### src/rtl/seg7_scan_ctrl.sv
// Purpose : time-multiplexed scan of NUM_DIGITS common-anode 7-segment digits through one external hex decoder.
// Latency : segment/anode pins follow the internal state/idx by one registered cycle; o_seg and o_an always aligned.
// Backpres: o_wr_ready = ~pending; a word offered while a frame-boundary update is still pending is held off until the wrap.
//
// Ports
//   i_clk, i_reset     single rising-edge clock, synchronous active-high reset
//   i_enable           1: scan digits, 0: display dark (counters and idx cleared)
//   i_wr_valid/o_wr_ready/i_wr_data
//                      display word handshake; nibble k drives digit k (digit 0 rightmost)
//   o_nibble           nibble presented to the external hex->7seg decoder (combinational)
//   i_hexcode          decoder result, active-low, bit6..0 = a..g
//   o_seg, o_an        registered active-low segment and one-cold anode drive
//   o_frame_tick       1-cycle pulse after the last digit's slot (frame wrap)

module seg7_scan_ctrl #(
  parameter int NUM_DIGITS   = 4,
  parameter int REFRESH_DIV  = 50000,
  parameter int GUARD_CYCLES = 8,
  parameter int BLANK_LZ     = 1
) (
  input  logic                    i_clk,
  input  logic                    i_reset,
  input  logic                    i_enable,
  input  logic                    i_wr_valid,
  output logic                    o_wr_ready,
  input  logic [4*NUM_DIGITS-1:0] i_wr_data,
  output logic [3:0]              o_nibble,
  input  logic [6:0]              i_hexcode,
  output logic [6:0]              o_seg,
  output logic [NUM_DIGITS-1:0]   o_an,
  output logic                    o_frame_tick
);

  // ---------------------------------------------------------------------------
  // Counter widths. GUARD_CYCLES may be 1, which would give a zero-width
  // counter, so it is clamped to one bit.
  // ---------------------------------------------------------------------------
  localparam int IW = $clog2(NUM_DIGITS);
  localparam int DW = $clog2(REFRESH_DIV);
  localparam int GW = (GUARD_CYCLES > 1) ? $clog2(GUARD_CYCLES) : 1;

  localparam logic [IW-1:0] idx_last   = IW'(NUM_DIGITS - 1);
  localparam logic [DW-1:0] dwell_last = DW'(REFRESH_DIV - 1);
  localparam logic [GW-1:0] guard_last = GW'(GUARD_CYCLES - 1);

  localparam logic [6:0] seg_dark = 7'h7F;

  typedef enum logic [1:0] {
    st_off,
    st_scan,
    st_guard
  } state_t;

  // ---------------------------------------------------------------------------
  // State
  // ---------------------------------------------------------------------------
  state_t                  state_q, state_d;
  logic [IW-1:0]           idx_q, idx_d;
  logic [DW-1:0]           dwell_q, dwell_d;
  logic [GW-1:0]           guard_q, guard_d;
  logic [4*NUM_DIGITS-1:0] shadow_q, shadow_d;
  logic [4*NUM_DIGITS-1:0] pend_buf_q, pend_buf_d;
  logic                    pending_q, pending_d;

  logic [6:0]              seg_d;
  logic [NUM_DIGITS-1:0]   an_d;
  logic                    tick_d;

  // ---------------------------------------------------------------------------
  // Handshake and decoder feed
  // ---------------------------------------------------------------------------
  logic wr_fire;

  assign o_wr_ready = ~pending_q;
  assign wr_fire    = i_wr_valid & ~pending_q;
  assign o_nibble   = shadow_q[4*idx_q +: 4];

  // ---------------------------------------------------------------------------
  // Leading-zero detection: zero_from[k] is set when nibbles k..NUM_DIGITS-1
  // of the displayed word are all zero. Built from the top digit downwards
  // with a running accumulator.
  // ---------------------------------------------------------------------------
  logic [NUM_DIGITS-1:0] zero_from;
  logic                  zero_acc;

  always_comb begin
    zero_from = '0;
    zero_acc  = 1'b1;
    for (int k = NUM_DIGITS - 1; k >= 0; k--) begin
      zero_acc     = zero_acc & (shadow_q[4*k +: 4] == 4'h0);
      zero_from[k] = zero_acc;
    end
  end

  // Digit 0 is never blanked so a zero word still shows a single "0".
  logic blank;
  assign blank = (BLANK_LZ != 0) && (idx_q != '0) && zero_from[idx_q];

  // ---------------------------------------------------------------------------
  // Slot bookkeeping
  // ---------------------------------------------------------------------------
  logic last_dwell;
  logic last_guard;
  logic frame_wrap;

  assign last_dwell = (dwell_q == dwell_last);
  assign last_guard = (guard_q == guard_last);
  assign frame_wrap = (state_q == st_guard) && last_guard && (idx_q == idx_last);

  // ---------------------------------------------------------------------------
  // Next-state, next-output logic
  // ---------------------------------------------------------------------------
  always_comb begin
    state_d    = state_q;
    idx_d      = idx_q;
    dwell_d    = dwell_q;
    guard_d    = guard_q;
    shadow_d   = shadow_q;
    pend_buf_d = pend_buf_q;
    pending_d  = pending_q;
    seg_d      = seg_dark;
    an_d       = '1;
    tick_d     = 1'b0;

    if (!i_enable) begin
      // Going dark from any state. A word still waiting for a frame boundary
      // is promoted now, since there is no frame to tear; a word arriving on
      // this very edge is newer and wins.
      state_d   = st_off;
      idx_d     = '0;
      dwell_d   = '0;
      guard_d   = '0;
      pending_d = 1'b0;
      if (wr_fire) begin
        shadow_d = i_wr_data;
      end else if (pending_q) begin
        shadow_d = pend_buf_q;
      end
    end else begin
      case (state_q)
        st_off: begin
          // Nothing is on the glass, so a new word can go straight to shadow.
          state_d = st_scan;
          idx_d   = '0;
          dwell_d = '0;
          guard_d = '0;
          if (wr_fire) begin
            shadow_d = i_wr_data;
          end
        end

        st_scan: begin
          // A blanked digit keeps its slot length so brightness stays uniform.
          if (!blank) begin
            seg_d = i_hexcode;
            an_d  = ~(NUM_DIGITS'(1) << idx_q);
          end
          if (last_dwell) begin
            state_d = st_guard;
            guard_d = '0;
          end else begin
            dwell_d = dwell_q + 1'b1;
          end
          if (wr_fire) begin
            pend_buf_d = i_wr_data;
            pending_d  = 1'b1;
          end
        end

        st_guard: begin
          if (last_guard) begin
            state_d = st_scan;
            dwell_d = '0;
            idx_d   = (idx_q == idx_last) ? '0 : idx_q + 1'b1;
          end else begin
            guard_d = guard_q + 1'b1;
          end
          // Frame boundary: the only point where a buffered word becomes
          // visible while scanning, so every frame shows a single word.
          if (frame_wrap) begin
            tick_d = 1'b1;
            if (pending_q) begin
              shadow_d  = pend_buf_q;
              pending_d = 1'b0;
            end
          end
          // wr_fire implies pending_q was clear, so this never collides with
          // the promotion above.
          if (wr_fire) begin
            pend_buf_d = i_wr_data;
            pending_d  = 1'b1;
          end
        end

        default: begin
          state_d = st_off;
          idx_d   = '0;
          dwell_d = '0;
          guard_d = '0;
        end
      endcase
    end
  end

  // ---------------------------------------------------------------------------
  // Registers
  // ---------------------------------------------------------------------------
  always_ff @(posedge i_clk) begin
    if (i_reset) begin
      state_q      <= st_off;
      idx_q        <= '0;
      dwell_q      <= '0;
      guard_q      <= '0;
      shadow_q     <= '0;
      pend_buf_q   <= '0;
      pending_q    <= 1'b0;
      o_seg        <= seg_dark;
      o_an         <= '1;
      o_frame_tick <= 1'b0;
    end else begin
      state_q      <= state_d;
      idx_q        <= idx_d;
      dwell_q      <= dwell_d;
      guard_q      <= guard_d;
      shadow_q     <= shadow_d;
      pend_buf_q   <= pend_buf_d;
      pending_q    <= pending_d;
      o_seg        <= seg_d;
      o_an         <= an_d;
      o_frame_tick <= tick_d;
    end
  end

endmodule

### config.mk
export PLATFORM = sky130hd
export DESIGN_NAME = seg7_scan_ctrl
export DESIGN_NICKNAME = d
export VERILOG_FILES = /design/src/rtl/seg7_scan_ctrl.sv
export SDC_FILE = /design/constraint.sdc
export NUM_CORES = 1
export LEC_CHECK = 0
export CELL_PAD_IN_SITES_DETAIL_PLACEMENT = 1
export CELL_PAD_IN_SITES_GLOBAL_PLACEMENT = 1
export CORE_AREA = 2 2 91 93
export CTS_CLUSTER_DIAMETER = 40
export CTS_CLUSTER_SIZE = 12
export DETAILED_ROUTE_END_ITERATION = 6
export DIE_AREA = 0 0 93 95
export MAX_ROUTING_LAYER = met4
export PLACE_DENSITY = 0.86
export SYNTH_ARGS = -nofsm -noshare
export SYNTH_HDL_FRONTEND = slang
export SYNTH_SLANG_ARGS = --single-unit
### constraint.sdc
create_clock -name i_clk -period 2.95 [get_ports i_clk]
set_input_delay 0.295 -clock i_clk [delete_from_list [all_inputs] [get_ports i_clk]]
set_output_delay 0.295 -clock i_clk [all_outputs]
set_load 0.02 [all_outputs]
# After elaboration in Yosys (flattened, before gate mapping)
# Cells that the tools add are included.
# Widths: inputs -> output; s select.
[totals]
in_bits = 27
wordCells = 85
reg_bits = 68
output_inout_bits = 17
[classes]
bitwise_logic = 9
order_cmp = 1
add_sub_neg = 3
n_eq_ne = 14
n_mux = 25
shift = 2
n_reduce_logical = 21
[op_table]
columns = ["cell", "n"]
rows = [
  ["$mux 16", 7],
  ["$pmux 16 s2", 2],
  ["$add 16x1->16 const B", 1],
  ["$eq 16x16->1 const B", 1],
  ["$logic_not 4->1", 4],
  ["$shiftx 16x5->4", 1],
  ["$ne 2x2->1 const B", 5],
  ["$ne 3x3->1 const B", 3],
  ["$reduce_and 3->1", 3],
  ["$mux 2", 4],
  ["$reduce_and 2->1", 4],
  ["$mux 3", 2],
  ["$pmux 2 s3", 1],
  ["$pmux 3 s2", 1],
  ["$mux 1", 5],
  ["$and 1x1->1", 4],
  ["$eq 2x2->1 const B", 2],
  ["$not 1->1", 4],
  ["$not 4->4", 1],
  ["$pmux 2 s2", 1],
  ["$reduce_bool 2->1", 2],
  ["$reduce_or 2->1", 2],
  ["$reduce_or 4->1", 1],
  ["$shl 1x2->4 const A", 1],
  ["other kinds (11)", 13],
]

# Depth between registers and ports, before layout
[depth]
depth_word = 8
depth_mapped = 7
mapped_depth_nobuf = 6

# Worst setup path before layout
# Ideal clock, no wire load.
[synth_timing]
kind = "reg2reg"
from = "reg state_q[0]"
to = "reg dwell_q[15]"
required_ns = 2.879
stages_incl_launch_ff = 8
path_buffers = 1
synth_period_minus_slack_ns = 2.110
setup_slack_ns = 0.840
arrival_ns = 2.039
setup_ns = 0.071
cell_sequence = "dfxtp_1 inv_1 ha_1 and2b_4 or4_1 buf_2 or4_1 a21oi_1"
[synth_between]
elab_chain_len = 3
word_cells_on_any_way = 6
classes_between = "4 x eq/ne; 1 x mux; 1 x reduce/logical"
[synth_rtl]
columns = ["element", "line_no", "text"]
rows = [
  ["start: declaration", "57", "state_t state_q, state_d;"],
  ["start signal: assignment", "210", "state_q <= st_off;"],
  ["start signal: assignment", "221", "state_q <= state_d;"],
  ["$eq 2x1->1 / $eq 2x2->1 (equally long branches)", "140", "case (state_q)"],
  ["$ne 2x2->1 (no line)", "-", ""],
  ["$reduce_and 2->1 (no line)", "-", ""],
  ["end signal: assignment", "223", "dwell_q <= dwell_d;"],
  ["end: declaration", "59", "logic [DW-1:0] dwell_q, dwell_d;"],
]
# Several ways; a longest one is shown, not always the timed one.
# A chain may end at the register's enable or synchronous reset.

# Final worst setup path
# Same ends and word-level chain as after synthesis.

==> flow_metrics.py <==
metrics = {
    "timing": {
        "slew_viol_final": 0,
        "fin_crit_ps": 2370,
        "relSlewSlack": 0.482,
        "period_share": 0.802,
        "skew_ps": 10.9,
        "setup-tns-final_ps": 0,
        "max_freq_ghz": 0.423,
        "holdWs_ps": 457,
        "rsz0062_at_grt": "false",
        "hold_viol": 0,
        "worstMarginPinSlew_ps": 776,
        "setup_viol": 0,
    },
    "placed_design": {
        "port_buffers": 43,
        "place_hpwl_mm": 6.15,
        "gpl.final_weighted_congestion": 0.860,
    },
    "clock_network": {
        "clk_path_buf_depth": 2,
        "cts_tree": "done",
        "insertion_delay_ps": 370,
        "htreeDepth": 3,
        "hold_buffers": 0,
        "cts_made_buffers": 9,
        "postCtsSetupBuffers": 0,
        "clock_sinks": 68,
        "ctsResizeCount": 0,
        "cts_root_buffer": "clkbuf_8",
        "clk_pin_slew_ps": 80,
    },
    "setup_path": {
        "path_class": "flip-flop to flip-flop",
        "crit_chain": "inv_1, ha_1, and2b_4, or4_1, or4_1, a21oi_1",
        "critPathLaunchType": "flip-flop",
        "crit_top_cell": "or4_1",
        "critPathRequiredTime_ps": 3250,
        "cp_slowest_cell": "or4_1",
        "end_kind": "flip-flop",
        "cp_max_fo": 16,
        "critical_path_arrival_ps": 2670,
        "max_stage_delay_ps": 660,
    },
    "synth": {
        "ys_warn_count": 0,
        "synth_edf_count": 0,
        "synthArstFlopShare": 0,
        "synthMuxAreaShare": 0.0316,
        "netlist_area_um2": 3160,
        "synth_top_family_by_area": "simple AND/OR/NAND/NOR gates",
        "synth-compound-area-share": 0.190,
        "synthCells": 372,
        "synth_xor_area_frac": 0.0138,
        "seq_area_frac_synth": 0.430,
        "ys_ff_latch": 68,
        "synth-adder-area-share": 0.0435,
        "yosysUniqueCellTypes": 44,
        "synth_fp_nets": 410,
        "syn_area_per_cell_um2": 8.50,
        "synthSimpleGateAreaFrac": 0.235,
        "synth_flop_cell": "dfxtp_1",
    },
    "route": {
        "post-route-drc-count": 0,
        "antenna_left": 0,
        "num_vias": 2943,
        "routedWlPerCell_um": 16.7,
        "wl_mm": 8.67,
        "drt_iter0_markers": 139,
        "drt-pass1-iter-count": 4,
        "vias_per_cell": 5.67,
    },
    "global_routing": {
        "grt_max_degree": 35,
        "antenna_found_initial": 0,
        "grt_pass1_wl_mm": 14.1,
        "globalRouteOverflowTotal": 0,
        "grt_pass1_vias": 2936,
        "grt_use_total": 0.213,
    },
    "status": {
        "status": "finished, final reports clean",
    },
    "floorplanning": {
        "core_area_um2": 7930,
        "die_h_um": 95,
        "start_util": 0.399,
        "dieArea_um2": 8840,
        "rows": 33,
        "die_x_um": 93,
        "io_pins": 44,
    },
    "power": {
        "p_leak_nw": 1.32,
        "peakVddDrop_mv": 0.282,
        "power_density_nw_per_um2": 524,
        "p_total_mw": 2.05,
    },
    "finish": {
        "areaGrowthSynthToFinish_pct": 23.5,
        "fill_cells": 963,
        "layout.nets": 447,
        "antenna_cells": 0,
        "drive_gt1_frac": 0.0749,
        "final_core_util": 0.493,
    },
    "job": {
        "maxCapViolCount": 0,
    },
    "hold_path": {
        "min_path_type": "flip-flop to flip-flop",
    },
}
-- sequential cells by signal, summed over array words and instances (netlist names) --
| signal | flops |
|---|---|
| pending_q | 1 |
| o_seg | 7 |
| guard_q | 3 |
| o_an | 4 |
| state_q | 2 |
| dwell_q | 16 |
| pend_buf_q | 16 |
| shadow_q | 16 |
| idx_q | 2 |
| o_frame_tick | 1 |
-- Yosys cell counts, drive strengths merged, types with 3 or more instances --
| cell type | n | area, µm² |
|---|---|---|
| clkbuf | 22 | 82.6 |
| a221oi | 16 | 140 |
| o22ai | 6 | 37.5 |
| or3 | 17 | 106 |
| nand2b | 5 | 31.3 |
| a21oi | 31 | 155 |
| ha | 11 | 138 |
| nor2b | 4 | 25.0 |
| nor3 | 4 | 20.0 |
| nand3 | 13 | 70.1 |
| nand3b | 7 | 52.6 |
| dfxtp | 68 | 1360 |
| xnor2 | 5 | 43.8 |
| nor2 | 11 | 41.3 |
| o21ai | 27 | 135 |
| nor4bb | 3 | 30.0 |
| or4 | 6 | 45.0 |
| inv | 24 | 90.1 |
| nand4 | 6 | 37.5 |
| mux4 | 4 | 90.1 |
| nand2 | 52 | 195 |
-- critical path: cells and delay by family (launching register included) --
family | cells | cell delay [ps]
buffers and inverters | 1 | 80
and+or+nand+nor | 3 | 1370
adders and majority gates | 1 | 300
AOI/OAI and AO/OA | 1 | 150
DFF | 1 | 400
-- logic make-up (layout without fill, tap and decap cells) --
family                   after synthesis  after routing
XOR/XNOR                               5              5
AO/OA/AOI/OAI                         96             96
buffers and inverters                 47             89
flip-flops                            68             68
multiplexers                           5              5
AND/OR/NAND/NOR                      140            140
adder cells (fa/ha/maj)               11             11
-- per-layer routing --
layer,GRT usage,wire (µm),vias up
li1,-,-,1406
met1,0.253,3950,1456
met2,0.345,4190,67
met3,0.0535,366,14
met4,0.0882,159,0
met5,-,0,-
-- metrics by stage --
step	area, µm²	setup slack [ps]	instances
5_1_grt	3910	464	519
2_1_floorplan	3160	840	372
3_5_place_dp	3680	620	503
6_report	3910	585	519
4_1_cts	3910	572	519
3_3_place_gp	3680	732	503
-- cell usage in the layout, fill, tap and decap left out, types with 3 or more instances in the layout --
cell and count:
clkdlybuf4s50_1 43, dfxtp_1 68, buf_4 6, nand3_1 12, nand4_1 6, inv_1 24
nor2b_1 4, nor2_1 11, a21oi_1 31, o21ai_0 27, nand2_1 52, xnor2_1 5
nor3_1 4, ha_1 11, nand3b_1 7, o22ai_1 6, mux4_2 4, clkbuf_8 10
or3_1 17, nand2b_1 5, nor4bb_1 3, a221oi_1 16, or4_1 6
-- worst paths after layout --
kind | cells after the start | start | slack, ps | end
worst max-delay path | 6 | state_q[0]$_SDFFE_PP0P_ | 580 | dwell_q[15]$_SDFFE_PP0P_
worst min-delay path | 2 | pend_buf_q[11]$_SDFFE_PP0P_ | 460 | pend_buf_q[11]$_SDFFE_PP0P_
worst max register to register | 6 | state_q[0]$_SDFFE_PP0P_ | 580 | dwell_q[15]$_SDFFE_PP0P_
worst min register to register | 2 | pend_buf_q[11]$_SDFFE_PP0P_ | 460 | pend_buf_q[11]$_SDFFE_PP0P_
-- area by class of cell --
class | instances | area (µm²) | area share
well taps | 105 | 131 | 0.0336
clock inverters | 6 | 87.6 | 0.0224
repair buffers | 49 | 475 | 0.122
multi-input cells | 257 | 1620 | 0.416
flip-flops and latches | 68 | 1360 | 0.348
inverters | 24 | 90.1 | 0.0231
clock buffers | 10 | 138 | 0.0352
-- power by group --
part	switching (mW)	total [mW]	leakage (nW)	internal (mW)
clock network	0.382	0.881	0.116	0.499
registers	0.0215	0.969	0.553	0.947
logic	0.102	0.196	0.654	0.0941
total	0.506	2.05	1.32	1.54
Power figures use the tool's default switching activity.
